$ cat config.mk
export PLATFORM = sky130hd
export DESIGN_NAME = capture_reg_arbiter_flat
export DESIGN_NICKNAME = d
export VERILOG_FILES = /design/src/rtl/capture_reg_arbiter_if.sv /design/src/rtl/capture_reg_arbiter.sv /design/src/flat_wrapper.sv
export SDC_FILE = /design/constraint.sdc
export NUM_CORES = 1
export LEC_CHECK = 0
export BUFFER_PORTS_ARGS = -buffer_cell sky130_fd_sc_hd__buf_2
export CAP_MARGIN = 10
export CORE_MARGIN = 1
export CORE_UTILIZATION = 44
export DETAILED_ROUTE_END_ITERATION = 7
export PLACE_DENSITY = 0.81
export SYNTH_ARGS = -nofsm -noshare
export SYNTH_HDL_FRONTEND = slang
export SYNTH_SLANG_ARGS = --single-unit
$ cat constraint.sdc
create_clock -name C -period 1.93 [get_ports C]
set_clock_uncertainty 0.1 [all_clocks]
set_input_delay 0.386 -clock C [delete_from_list [all_inputs] [get_ports C]]
set_output_delay 0.386 -clock C [all_outputs]
set_load 0.05 [all_outputs]
$ cat src/rtl/capture_reg_arbiter_if.sv
// capture_reg_arbiter_if: requester-side bundle for the shared capture register arbiter.
// Optional macro CAPTURE_REG_ARBITER_LOCK_EN adds the per-requester LOCK input.
interface capture_reg_arbiter_if #(
  parameter int NUM_REQ    = 4,
  parameter int DATA_WIDTH = 8
);
  localparam int SRC_W = (NUM_REQ > 1) ? $clog2(NUM_REQ) : 1;

  logic [NUM_REQ-1:0]            REQ;
  logic [NUM_REQ*DATA_WIDTH-1:0] DIN;
`ifdef CAPTURE_REG_ARBITER_LOCK_EN
  logic [NUM_REQ-1:0]            LOCK;
`endif
  logic [NUM_REQ-1:0]            GNT;
  logic [SRC_W-1:0]              SRC;
  logic                          E;
  logic [DATA_WIDTH-1:0]         D;
  logic [DATA_WIDTH-1:0]         Q;
  logic                          BUSY;

`ifdef CAPTURE_REG_ARBITER_LOCK_EN
  modport master (output REQ, DIN, LOCK, input GNT, SRC, E, D, Q, BUSY);
  modport slave  (input REQ, DIN, LOCK, output GNT, SRC, E, D, Q, BUSY);
`else
  modport master (output REQ, DIN, input GNT, SRC, E, D, Q, BUSY);
  modport slave  (input REQ, DIN, output GNT, SRC, E, D, Q, BUSY);
`endif
endinterface

$ cat src/rtl/capture_reg_arbiter.sv
// capture_reg_arbiter: round-robin arbiter sharing one enable-gated capture register
// between NUM_REQ requesters, with a HOLD_CYCLES quiet window after each capture.
// Optional macro CAPTURE_REG_ARBITER_LOCK_EN lets the last winner keep the register
// while it holds LOCK and REQ.
module capture_reg_arbiter #(
  parameter int NUM_REQ     = 4,
  parameter int DATA_WIDTH  = 8,
  parameter int HOLD_CYCLES = 2
) (
  input logic                  C,
  input logic                  R,
  capture_reg_arbiter_if.slave bus
);
  localparam int                  SRC_W       = (NUM_REQ > 1) ? $clog2(NUM_REQ) : 1;
  localparam logic [SRC_W:0]      NUM_REQ_EXT = (SRC_W + 1)'(NUM_REQ);
  localparam logic [SRC_W-1:0]    LAST_IDX    = SRC_W'(NUM_REQ - 1);
  localparam logic [7:0]          HOLD_INIT   = 8'((HOLD_CYCLES > 0) ? (HOLD_CYCLES - 1) : 0);
  localparam logic [NUM_REQ-1:0]  ONE_HOT0    = NUM_REQ'(1);

  typedef enum logic [1:0] {IDLE, CAPTURE, HOLD} arbState_t;

  arbState_t             r_state;
  logic [NUM_REQ-1:0]    r_gnt;
  logic                  r_e;
  logic [DATA_WIDTH-1:0] r_d;
  logic [DATA_WIDTH-1:0] r_q;
  logic [SRC_W-1:0]      r_src;
  logic [SRC_W-1:0]      r_ptr;
  logic [7:0]            r_cnt;
  logic                  r_busy;

  arbState_t             w_stateNext;
  logic [NUM_REQ-1:0]    w_gntNext;
  logic                  w_eNext;
  logic [DATA_WIDTH-1:0] w_dNext;
  logic [SRC_W-1:0]      w_srcNext;
  logic [SRC_W-1:0]      w_ptrNext;
  logic [7:0]            w_cntNext;

  logic                  w_found;
  logic [SRC_W-1:0]      w_winner;
  logic [SRC_W:0]        w_scanSum;
  logic [SRC_W-1:0]      w_scanIdx;
  logic                  w_grantValid;
  logic [SRC_W-1:0]      w_grantIdx;
  logic                  w_advancePtr;
  logic [SRC_W-1:0]      w_ptrAfter;

`ifdef CAPTURE_REG_ARBITER_LOCK_EN
  logic                  r_srcValid;
  logic                  w_srcValidNext;
`endif

  // Scan upward from the rr pointer with wrap-around; first requester found wins
  always_comb begin
    w_found   = 1'b0;
    w_winner  = '0;
    w_scanSum = '0;
    w_scanIdx = '0;
    for (int i = 0; i < NUM_REQ; i++) begin
      w_scanSum = {1'b0, r_ptr} + (SRC_W + 1)'(i);
      if (w_scanSum >= NUM_REQ_EXT) w_scanSum = w_scanSum - NUM_REQ_EXT;
      w_scanIdx = w_scanSum[SRC_W-1:0];
      if (!w_found && bus.REQ[w_scanIdx]) begin
        w_found  = 1'b1;
        w_winner = w_scanIdx;
      end
    end
  end

  // Pick the grant target: a locked previous winner overrides the scan and freezes the pointer
  always_comb begin
    w_grantValid = w_found;
    w_grantIdx   = w_winner;
    w_advancePtr = w_found;
`ifdef CAPTURE_REG_ARBITER_LOCK_EN
    if (r_srcValid && bus.LOCK[r_src] && bus.REQ[r_src]) begin
      w_grantValid = 1'b1;
      w_grantIdx   = r_src;
      w_advancePtr = 1'b0;
    end
`endif
    w_ptrAfter = (w_grantIdx == LAST_IDX) ? '0 : w_grantIdx + 1'b1;
  end

  // Next-state and next-output logic; grant and enable are single-cycle pulses
  always_comb begin
    w_stateNext = r_state;
    w_gntNext   = '0;
    w_eNext     = 1'b0;
    w_dNext     = r_d;
    w_srcNext   = r_src;
    w_ptrNext   = r_ptr;
    w_cntNext   = r_cnt;
`ifdef CAPTURE_REG_ARBITER_LOCK_EN
    w_srcValidNext = r_srcValid;
`endif
    case (r_state)
      IDLE: begin
        if (w_grantValid) begin
          w_stateNext = CAPTURE;
          w_gntNext   = ONE_HOT0 << w_grantIdx;
          w_eNext     = 1'b1;
          w_dNext     = bus.DIN[w_grantIdx*DATA_WIDTH +: DATA_WIDTH];
          w_srcNext   = w_grantIdx;
          if (w_advancePtr) w_ptrNext = w_ptrAfter;
`ifdef CAPTURE_REG_ARBITER_LOCK_EN
          w_srcValidNext = 1'b1;
`endif
        end
      end
      CAPTURE: begin
        if (HOLD_CYCLES == 0) begin
          w_stateNext = IDLE;
        end else begin
          w_stateNext = HOLD;
          w_cntNext   = HOLD_INIT;
        end
      end
      HOLD: begin
        if (r_cnt == 8'd0) w_stateNext = IDLE;
        else               w_cntNext   = r_cnt - 8'd1;
      end
      default: w_stateNext = IDLE;
    endcase
  end

  // Control and output registers with synchronous reset
  always_ff @(posedge C) begin
    if (R) begin
      r_state <= IDLE;
      r_gnt   <= '0;
      r_e     <= 1'b0;
      r_d     <= '0;
      r_src   <= '0;
      r_ptr   <= '0;
      r_cnt   <= '0;
      r_busy  <= 1'b0;
`ifdef CAPTURE_REG_ARBITER_LOCK_EN
      r_srcValid <= 1'b0;
`endif
    end else begin
      r_state <= w_stateNext;
      r_gnt   <= w_gntNext;
      r_e     <= w_eNext;
      r_d     <= w_dNext;
      r_src   <= w_srcNext;
      r_ptr   <= w_ptrNext;
      r_cnt   <= w_cntNext;
      r_busy  <= (w_stateNext != IDLE);
`ifdef CAPTURE_REG_ARBITER_LOCK_EN
      r_srcValid <= w_srcValidNext;
`endif
    end
  end

  // Shared capture register: loads D only while E is high; reset discards any in-flight capture
  always_ff @(posedge C) begin
    if (R)        r_q <= '0;
    else if (r_e) r_q <= r_d;
  end

  assign bus.GNT  = r_gnt;
  assign bus.SRC  = r_src;
  assign bus.E    = r_e;
  assign bus.D    = r_d;
  assign bus.Q    = r_q;
  assign bus.BUSY = r_busy;
endmodule

$ cat src/flat_wrapper.sv
// flat-port wrapper written by rule: the top's interface ports become plain ports
module capture_reg_arbiter_flat 
#(
  parameter int NUM_REQ     = 4,
  parameter int DATA_WIDTH  = 8,
  parameter int HOLD_CYCLES = 2
)
  (C, R, bus_REQ, bus_DIN, bus_GNT, bus_SRC, bus_E, bus_D, bus_Q, bus_BUSY);
  capture_reg_arbiter_if #(.NUM_REQ(NUM_REQ), .DATA_WIDTH(DATA_WIDTH)) bus_i ();
  input logic C;
  input logic R;
  input wire logic [$bits(bus_i.REQ)-1:0] bus_REQ;
  input wire logic [$bits(bus_i.DIN)-1:0] bus_DIN;
  output wire logic [$bits(bus_i.GNT)-1:0] bus_GNT;
  output wire logic [$bits(bus_i.SRC)-1:0] bus_SRC;
  output wire logic [$bits(bus_i.E)-1:0] bus_E;
  output wire logic [$bits(bus_i.D)-1:0] bus_D;
  output wire logic [$bits(bus_i.Q)-1:0] bus_Q;
  output wire logic [$bits(bus_i.BUSY)-1:0] bus_BUSY;
  assign bus_i.REQ = bus_REQ;
  assign bus_i.DIN = bus_DIN;
  assign bus_GNT = bus_i.GNT;
  assign bus_SRC = bus_i.SRC;
  assign bus_E = bus_i.E;
  assign bus_D = bus_i.D;
  assign bus_Q = bus_i.Q;
  assign bus_BUSY = bus_i.BUSY;
  capture_reg_arbiter #(.NUM_REQ(NUM_REQ), .DATA_WIDTH(DATA_WIDTH), .HOLD_CYCLES(HOLD_CYCLES)) u_core (.C(C), .R(R), .bus(bus_i));
endmodule
* Word level (Yosys, flattened, before mapping)
Index checks and enable logic that the tools add are counted.
Word-level totals: output and inout bits 24, logic and storage cells 75, input bits 38, flip-flop bits (word level) 36
Operators by class: bitwise gates (word level) 2, shifts and indexed selects 2, reduce and logical (&&, ||, !) cells 14, multiplexer cells 27, add/subtract/negate cells 9, equal/unequal tests 4, order comparisons 8
Operators by type and width (number):
- $shiftx 32x6->8 | 1
- $mux 2 | 11
- $pmux 8 s2 | 1
- $lt 2x3->1 const B | 4
- $ge 3x3->1 const B | 3
- $mux 1 | 9
- $bmux 1 s2 | 4
- $logic_not 8->1 | 1
- $mux 8 | 1
- $sub 2x1->2 const B | 4
- $sub 8x1->8 const B | 1
- $add 2x2->3 const B | 2
- $pmux 2 s3 | 1
- $eq 2x2->1 const B | 2
- $reduce_and 2->1 | 2
- $reduce_bool 2->1 | 2
- $shl 1x2->4 const A | 1
- $add 2x1->3 const B | 1
- $ge 2x3->1 const B | 1
- $logic_and 1x1->1 | 3
- $logic_not 1->1 | 3
- $reduce_or 3->1 | 1
- $add 2x1->2 const B | 1
- $eq 2x1->1 const B | 1
- other kinds (4) | 5

* Logic depth before layout (Yosys ltp)
word-level depth 17, gate-level depth with buffers 8, gate-level depth less buffers 6

* Least setup slack after synthesis
OpenSTA, ideal clock, no wires.
path type input -> register, start input bus_REQ[0], end register u_core.r_d[6] (netlist: u_core.bus.D[6]), library setup time 0.122 ns, arrival time 1.891 ns, required time 1.708 ns, buffers on the path 1, stages 6, path slack -0.183 ns, cells stage by stage nor2b_1 or4b_1 clkbuf_1 nand2_2 mux2_2 a221o_1
On the way: longest elaborated chain between the ends 13, elaborated cells between the ends (all ways) 24, classes of those cells shift (1); mux (16); reduce/logical (7)
Ends and longest elaborated chain:
- start, declared | RTL line flat_wrapper.sv:12 | input wire logic [$bits(bus_i.REQ)-1:0] bus_REQ;
- $bmux 1 s2 | RTL line capture_reg_arbiter.sv:64 | if (!w_found && bus.REQ[w_scanIdx]) begin
- $mux 1 (not written as such) | RTL line capture_reg_arbiter.sv:64
- $mux 1 | RTL line capture_reg_arbiter.sv:64
- $logic_not 1->1 | RTL line capture_reg_arbiter.sv:64
- $logic_and 1x1->1 | RTL line capture_reg_arbiter.sv:64
- $mux 1 | RTL line capture_reg_arbiter.sv:64
- $logic_not 1->1 | RTL line capture_reg_arbiter.sv:64
- $logic_and 1x1->1 | RTL line capture_reg_arbiter.sv:64
- $mux 1 | RTL line capture_reg_arbiter.sv:64
- $logic_not 1->1 | RTL line capture_reg_arbiter.sv:64
- $logic_and 1x1->1 | RTL line capture_reg_arbiter.sv:64
- $mux 2 or $mux 1 (tied branches) | RTL line capture_reg_arbiter.sv:64
- $shiftx 32x6->8 or $reduce_and 2->1 (tied branches)
- end signal, assigned | RTL line capture_reg_arbiter.sv:146 | r_d <= w_dNext;
- end, declared | RTL line capture_reg_arbiter.sv:25 | logic [DATA_WIDTH-1:0] r_d;
Several ways; a longest one is shown, not always the timed one. The select of a mux whose other input is x is not followed. A chain may end at the register's enable or synchronous reset.

* Worst setup path after layout
start register u_core.r_cnt[2], end register u_core.r_cnt[6]
On the way: longest elaborated chain between the ends 3, elaborated cells between the ends (all ways) 6, classes of those cells add/sub (1); eq/ne (1); mux (2); reduce/logical (2)
Ends and longest elaborated chain:
- start, declared | RTL line capture_reg_arbiter.sv:29 | logic [7:0] r_cnt;
- start signal, assigned | RTL line capture_reg_arbiter.sv:149 | r_cnt <= w_cntNext;
- $sub 8x1->8 or $logic_not 8->1 (tied branches) | RTL line capture_reg_arbiter.sv:122, capture_reg_arbiter.sv:121
- $mux 8 or $ne 2x2->1 (tied branches)
- $pmux 8 s2 or $reduce_and 2->1 (tied branches)
Several ways; a longest one is shown, not always the timed one. The select of a mux whose other input is x is not followed.

==> reports/metrics.csv <==
stage,metric,value,unit
outcome,status,finished with violations,
outcome,violations,setup timing,
placed_design,dp.cells,320,
clock_network,cts.sinks,36,
route,routedWlPerCell,13.7,um
yosys,synth_top_area_share,41.6,%
cells_and_area,multi_input_area,998,sq um
critical_path,crit_path_end,u_core.r_cnt[6],
cells_and_area,fill_cells,337,
sta,finalHoldViolCount,0,
route,viasPerCell,5.27,
job,drv_cap,0,
cells_and_area,layout_common_cells,"buf_2 (61), dfxtp_1 (35), buf_4 (26)",
critical_path,ff2ff_setup_slack,-0.02,ns
yosys,ys_ff_latch,36,
global_routing,grt_usage,23.3,%
power_and_ir_drop,p_total,2320,uW
global_routing,grt.met3_usage,4.40,%
route,vias,1723,
clock_network,clockBufferDepth,2,
global_routing,grt.busiest_layer,met2,
route,ant_nets,0,
cells_and_area,layout.nets,318,
placed_design,place_hpwl,3360,um
floorplanning,top_level_ports,62,
critical_path,startpoint,u_core.r_cnt[2],
placed_design,place_congestion,0.832,
placed_design,port_buffers,61,
route,drtIter0Drc,66,
sta,finalWorstSetupSlack,-0.0157,ns
yosys,synth.largest_area_cell,dfxtp_1,
sta,setup_violations,1,
route,drc_errors,0,
global_routing,grt_overflow,0,
global_routing,grt_first_pass_wirelength,7310,um
sta,min_period,1.95,ns
clock_network,clk_latency,0.30,ns
clock_network,cts_hold_repair.buffers,0,
cells_and_area,antenna_cells_inserted,0,
floorplanning,die_y,64.8,um
floorplanning,initial_utilization,46.7,%
critical_path,setup.worst_path.start_class,flop,
cells_and_area,syn_to_final_growth,38.7,%
critical_path,rr_endpoint,u_core.r_cnt[6],
yosys,synth_cell_types,38,
critical_path,critPathArrivalTime,2.08,ns
yosys,ys_seq_area_share,41.6,%
global_routing,grt_pass1_vias,1646,
clock_network,cts.htree.levels,2,
yosys,yosys_warnings,0,
route,dr.pass1.iters,4,
sta,drv_slew,0,
yosys,syn_nets,234,
clock_network,cts_setup_buffers,0,
hold_path,hold_class,in2reg,
global_routing,grt_max_degree,24,
placed_design,dp_slack,-0.231,ns
yosys,yosys-top-cells-area,"dfxtp_1 (42%), mux2i_1 (10%), nor2_1 (5.4%)",
floorplanning,die_w,64.8,um
clock_network,cts_tree,built,
floorplanning,coreArea,3720,sq um
clock_network,root_buffer,clkbuf_8,
critical_path,r2r_start,u_core.r_cnt[2],
hold_path,whs_path_depth,4,
critical_path,reg2reg_depth,4,
sta,worst_pin_slew,0.423,ns
critical_path,crit_fanout,3,
route,wirelength,4490,um
sta,fmax,514,MHz
cells_and_area,final_common_cell,buf_2,
floorplanning,dieArea,4200,sq um
floorplanning,rows,22,
yosys,syn_area_per_cell,8.94,sq um
cells_and_area,drive_above_1_share,40.5,%
sta,min_period_over_period,101,%
power_and_ir_drop,ir_drop,0.459,mV
cells_and_area,ff_latch_area,722,sq um
sta,slew_headroom,71.6,%
global_routing,antenna_found_initial,0,
clock_network,numCtsBuffers,5,
yosys,synthesis.area,1730,sq um
critical_path,required,2.06,ns
sta,rsz0062_at_grt,yes,
yosys,synthCells,194,
critical_path,crit_type,reg2reg,
power_and_ir_drop,powerDensity,967,nW/um^2
cells_and_area,final_cell_count_no_fill,327,
clock_network,path_clk_slew,0.07,ns
global_routing,use_met2,40.4,%
power_and_ir_drop,p_leak,0.00111,uW
global_routing,grtUsageMet1,27.0,%
critical_path,crit_path_end_kind,flop,
==> area by class of cell <==
class | instances | area share, %
clock inverter | 1 | 0.312
timing repair buffer | 88 | 21.3
multi-input combinational | 142 | 41.5
clock buffer | 7 | 3.59
tap | 48 | 2.50
sequential | 36 | 30.0
inverter | 5 | 0.780
==> logic make-up (layout without fill, tap and decap cells) <==
group | Yosys count | in the layout | share of synthesized area (%)
buffers and inverters | 16 | 101 | 3.90
AOI/OAI and AO/OA | 38 | 38 | 15.7
DFF | 36 | 36 | 41.6
adders and majority gates | 2 | 2 | 1.44
and+or+nand+nor | 78 | 78 | 23.3
muxes | 23 | 23 | 13.6
xor gates and xnor gates | 1 | 1 | 0.505
==> repair_timing <==
| action | in CTS | in global routing |
|---|---|---|
| pin swaps | 1 | 1 |
| endpoints found under the setup margin | 3 | 16 |
| cloned | 0 | 0 |
| hold endpoints to repair | 0 | 0 |
| resized for setup | 3 | 6 |
==> how the worst min path moves through the flow <==
stage                     from              end  slack [ns]
3_5_place_dp   u_core.bus.Q[6]  u_core.bus.Q[6]        0.38
2_1_floorplan                R  u_core.r_cnt[0]        0.36
6_report           bus_DIN[20]  u_core.bus.D[4]        0.34
3_3_place_gp   u_core.bus.Q[2]  u_core.bus.Q[2]        0.37
5_1_grt             bus_DIN[2]  u_core.bus.D[2]        0.36
4_1_cts             bus_DIN[2]  u_core.bus.D[2]        0.35
==> cell usage after synthesis <==
| library cell | number |
|---|---|
| o311ai_1 | 6 |
| buf_1 | 1 |
| nand2_2 | 1 |
| ha_1 | 2 |
| and2_1 | 1 |
| nor4b_2 | 1 |
| and3_1 | 8 |
| o221a_2 | 1 |
| nor2_1 | 25 |
| xnor2_1 | 1 |
| mux2i_1 | 18 |
| or4_1 | 2 |
| a221oi_1 | 1 |
| nor4_1 | 2 |
| a221o_1 | 1 |
| a21oi_1 | 6 |
| or3_1 | 3 |
| o21a_1 | 2 |
| a211oi_1 | 2 |
| o21ai_0 | 7 |
| or4b_4 | 1 |
| inv_1 | 5 |
| nand3_1 | 1 |
| mux2_2 | 5 |
| buf_6 | 1 |
| nand2b_1 | 5 |
| nand2_1 | 18 |
| dfxtp_1 | 36 |
| nor2b_1 | 3 |
| or3b_4 | 1 |
| nor3_1 | 4 |
| o21bai_1 | 1 |
| a311oi_1 | 1 |
| a21boi_0 | 8 |
| clkbuf_1 | 9 |
| nand4b_1 | 1 |
| o311ai_0 | 2 |
| or4b_1 | 1 |
==> critical path, cell delays in order, from the launching register on <==
cell     delay (ns)
dfxtp_1        0.32
or4b_4         0.53
or3b_4         0.40
or4_4          0.41
a21oi_1        0.12
==> routing by layer <==
metal  up-vias  wire (um)
met5         -          0
met2        51       2220
met4         0         85
li1        861          -
met3         7        243
met1       804       1940
==> power by group <==
part,switching [uW],leakage (uW),internal (uW)
Sequential,58.4,0.000295,833
Combinational,537,0.000775,336
Clock,270,0.0000445,290
Total,866,0.00111,1460
==> per-stage QoR <==
stage	util (%)	setup TNS [ns]	area (sq um)	hold WS, ns
after floorplan	-	-0.0654	1770	0.359
after global placement	61.6	-1.23	2290	0.367
after detailed placement	61.6	-1.58	2290	0.380
after CTS	64.4	-0.0126	2390	0.346
after global routing	64.7	-0.106	2400	0.358
final	64.7	-0.0157	2400	0.336
==> sequential cells by signal, indices dropped and copies added (netlist names) <==
| name | cells |
|---|---|
| u_core.bus.GNT | 4 |
| u_core.bus.D | 8 |
| u_core.bus.Q | 8 |
| u_core.r_cnt | 8 |
| u_core.r_ptr | 2 |
| u_core.r_state | 2 |
| u_core.bus.BUSY | 1 |
| u_core.bus.SRC | 2 |
| u_core.bus.E | 1 |
Note: power is estimated with default switching activity, not from simulation.
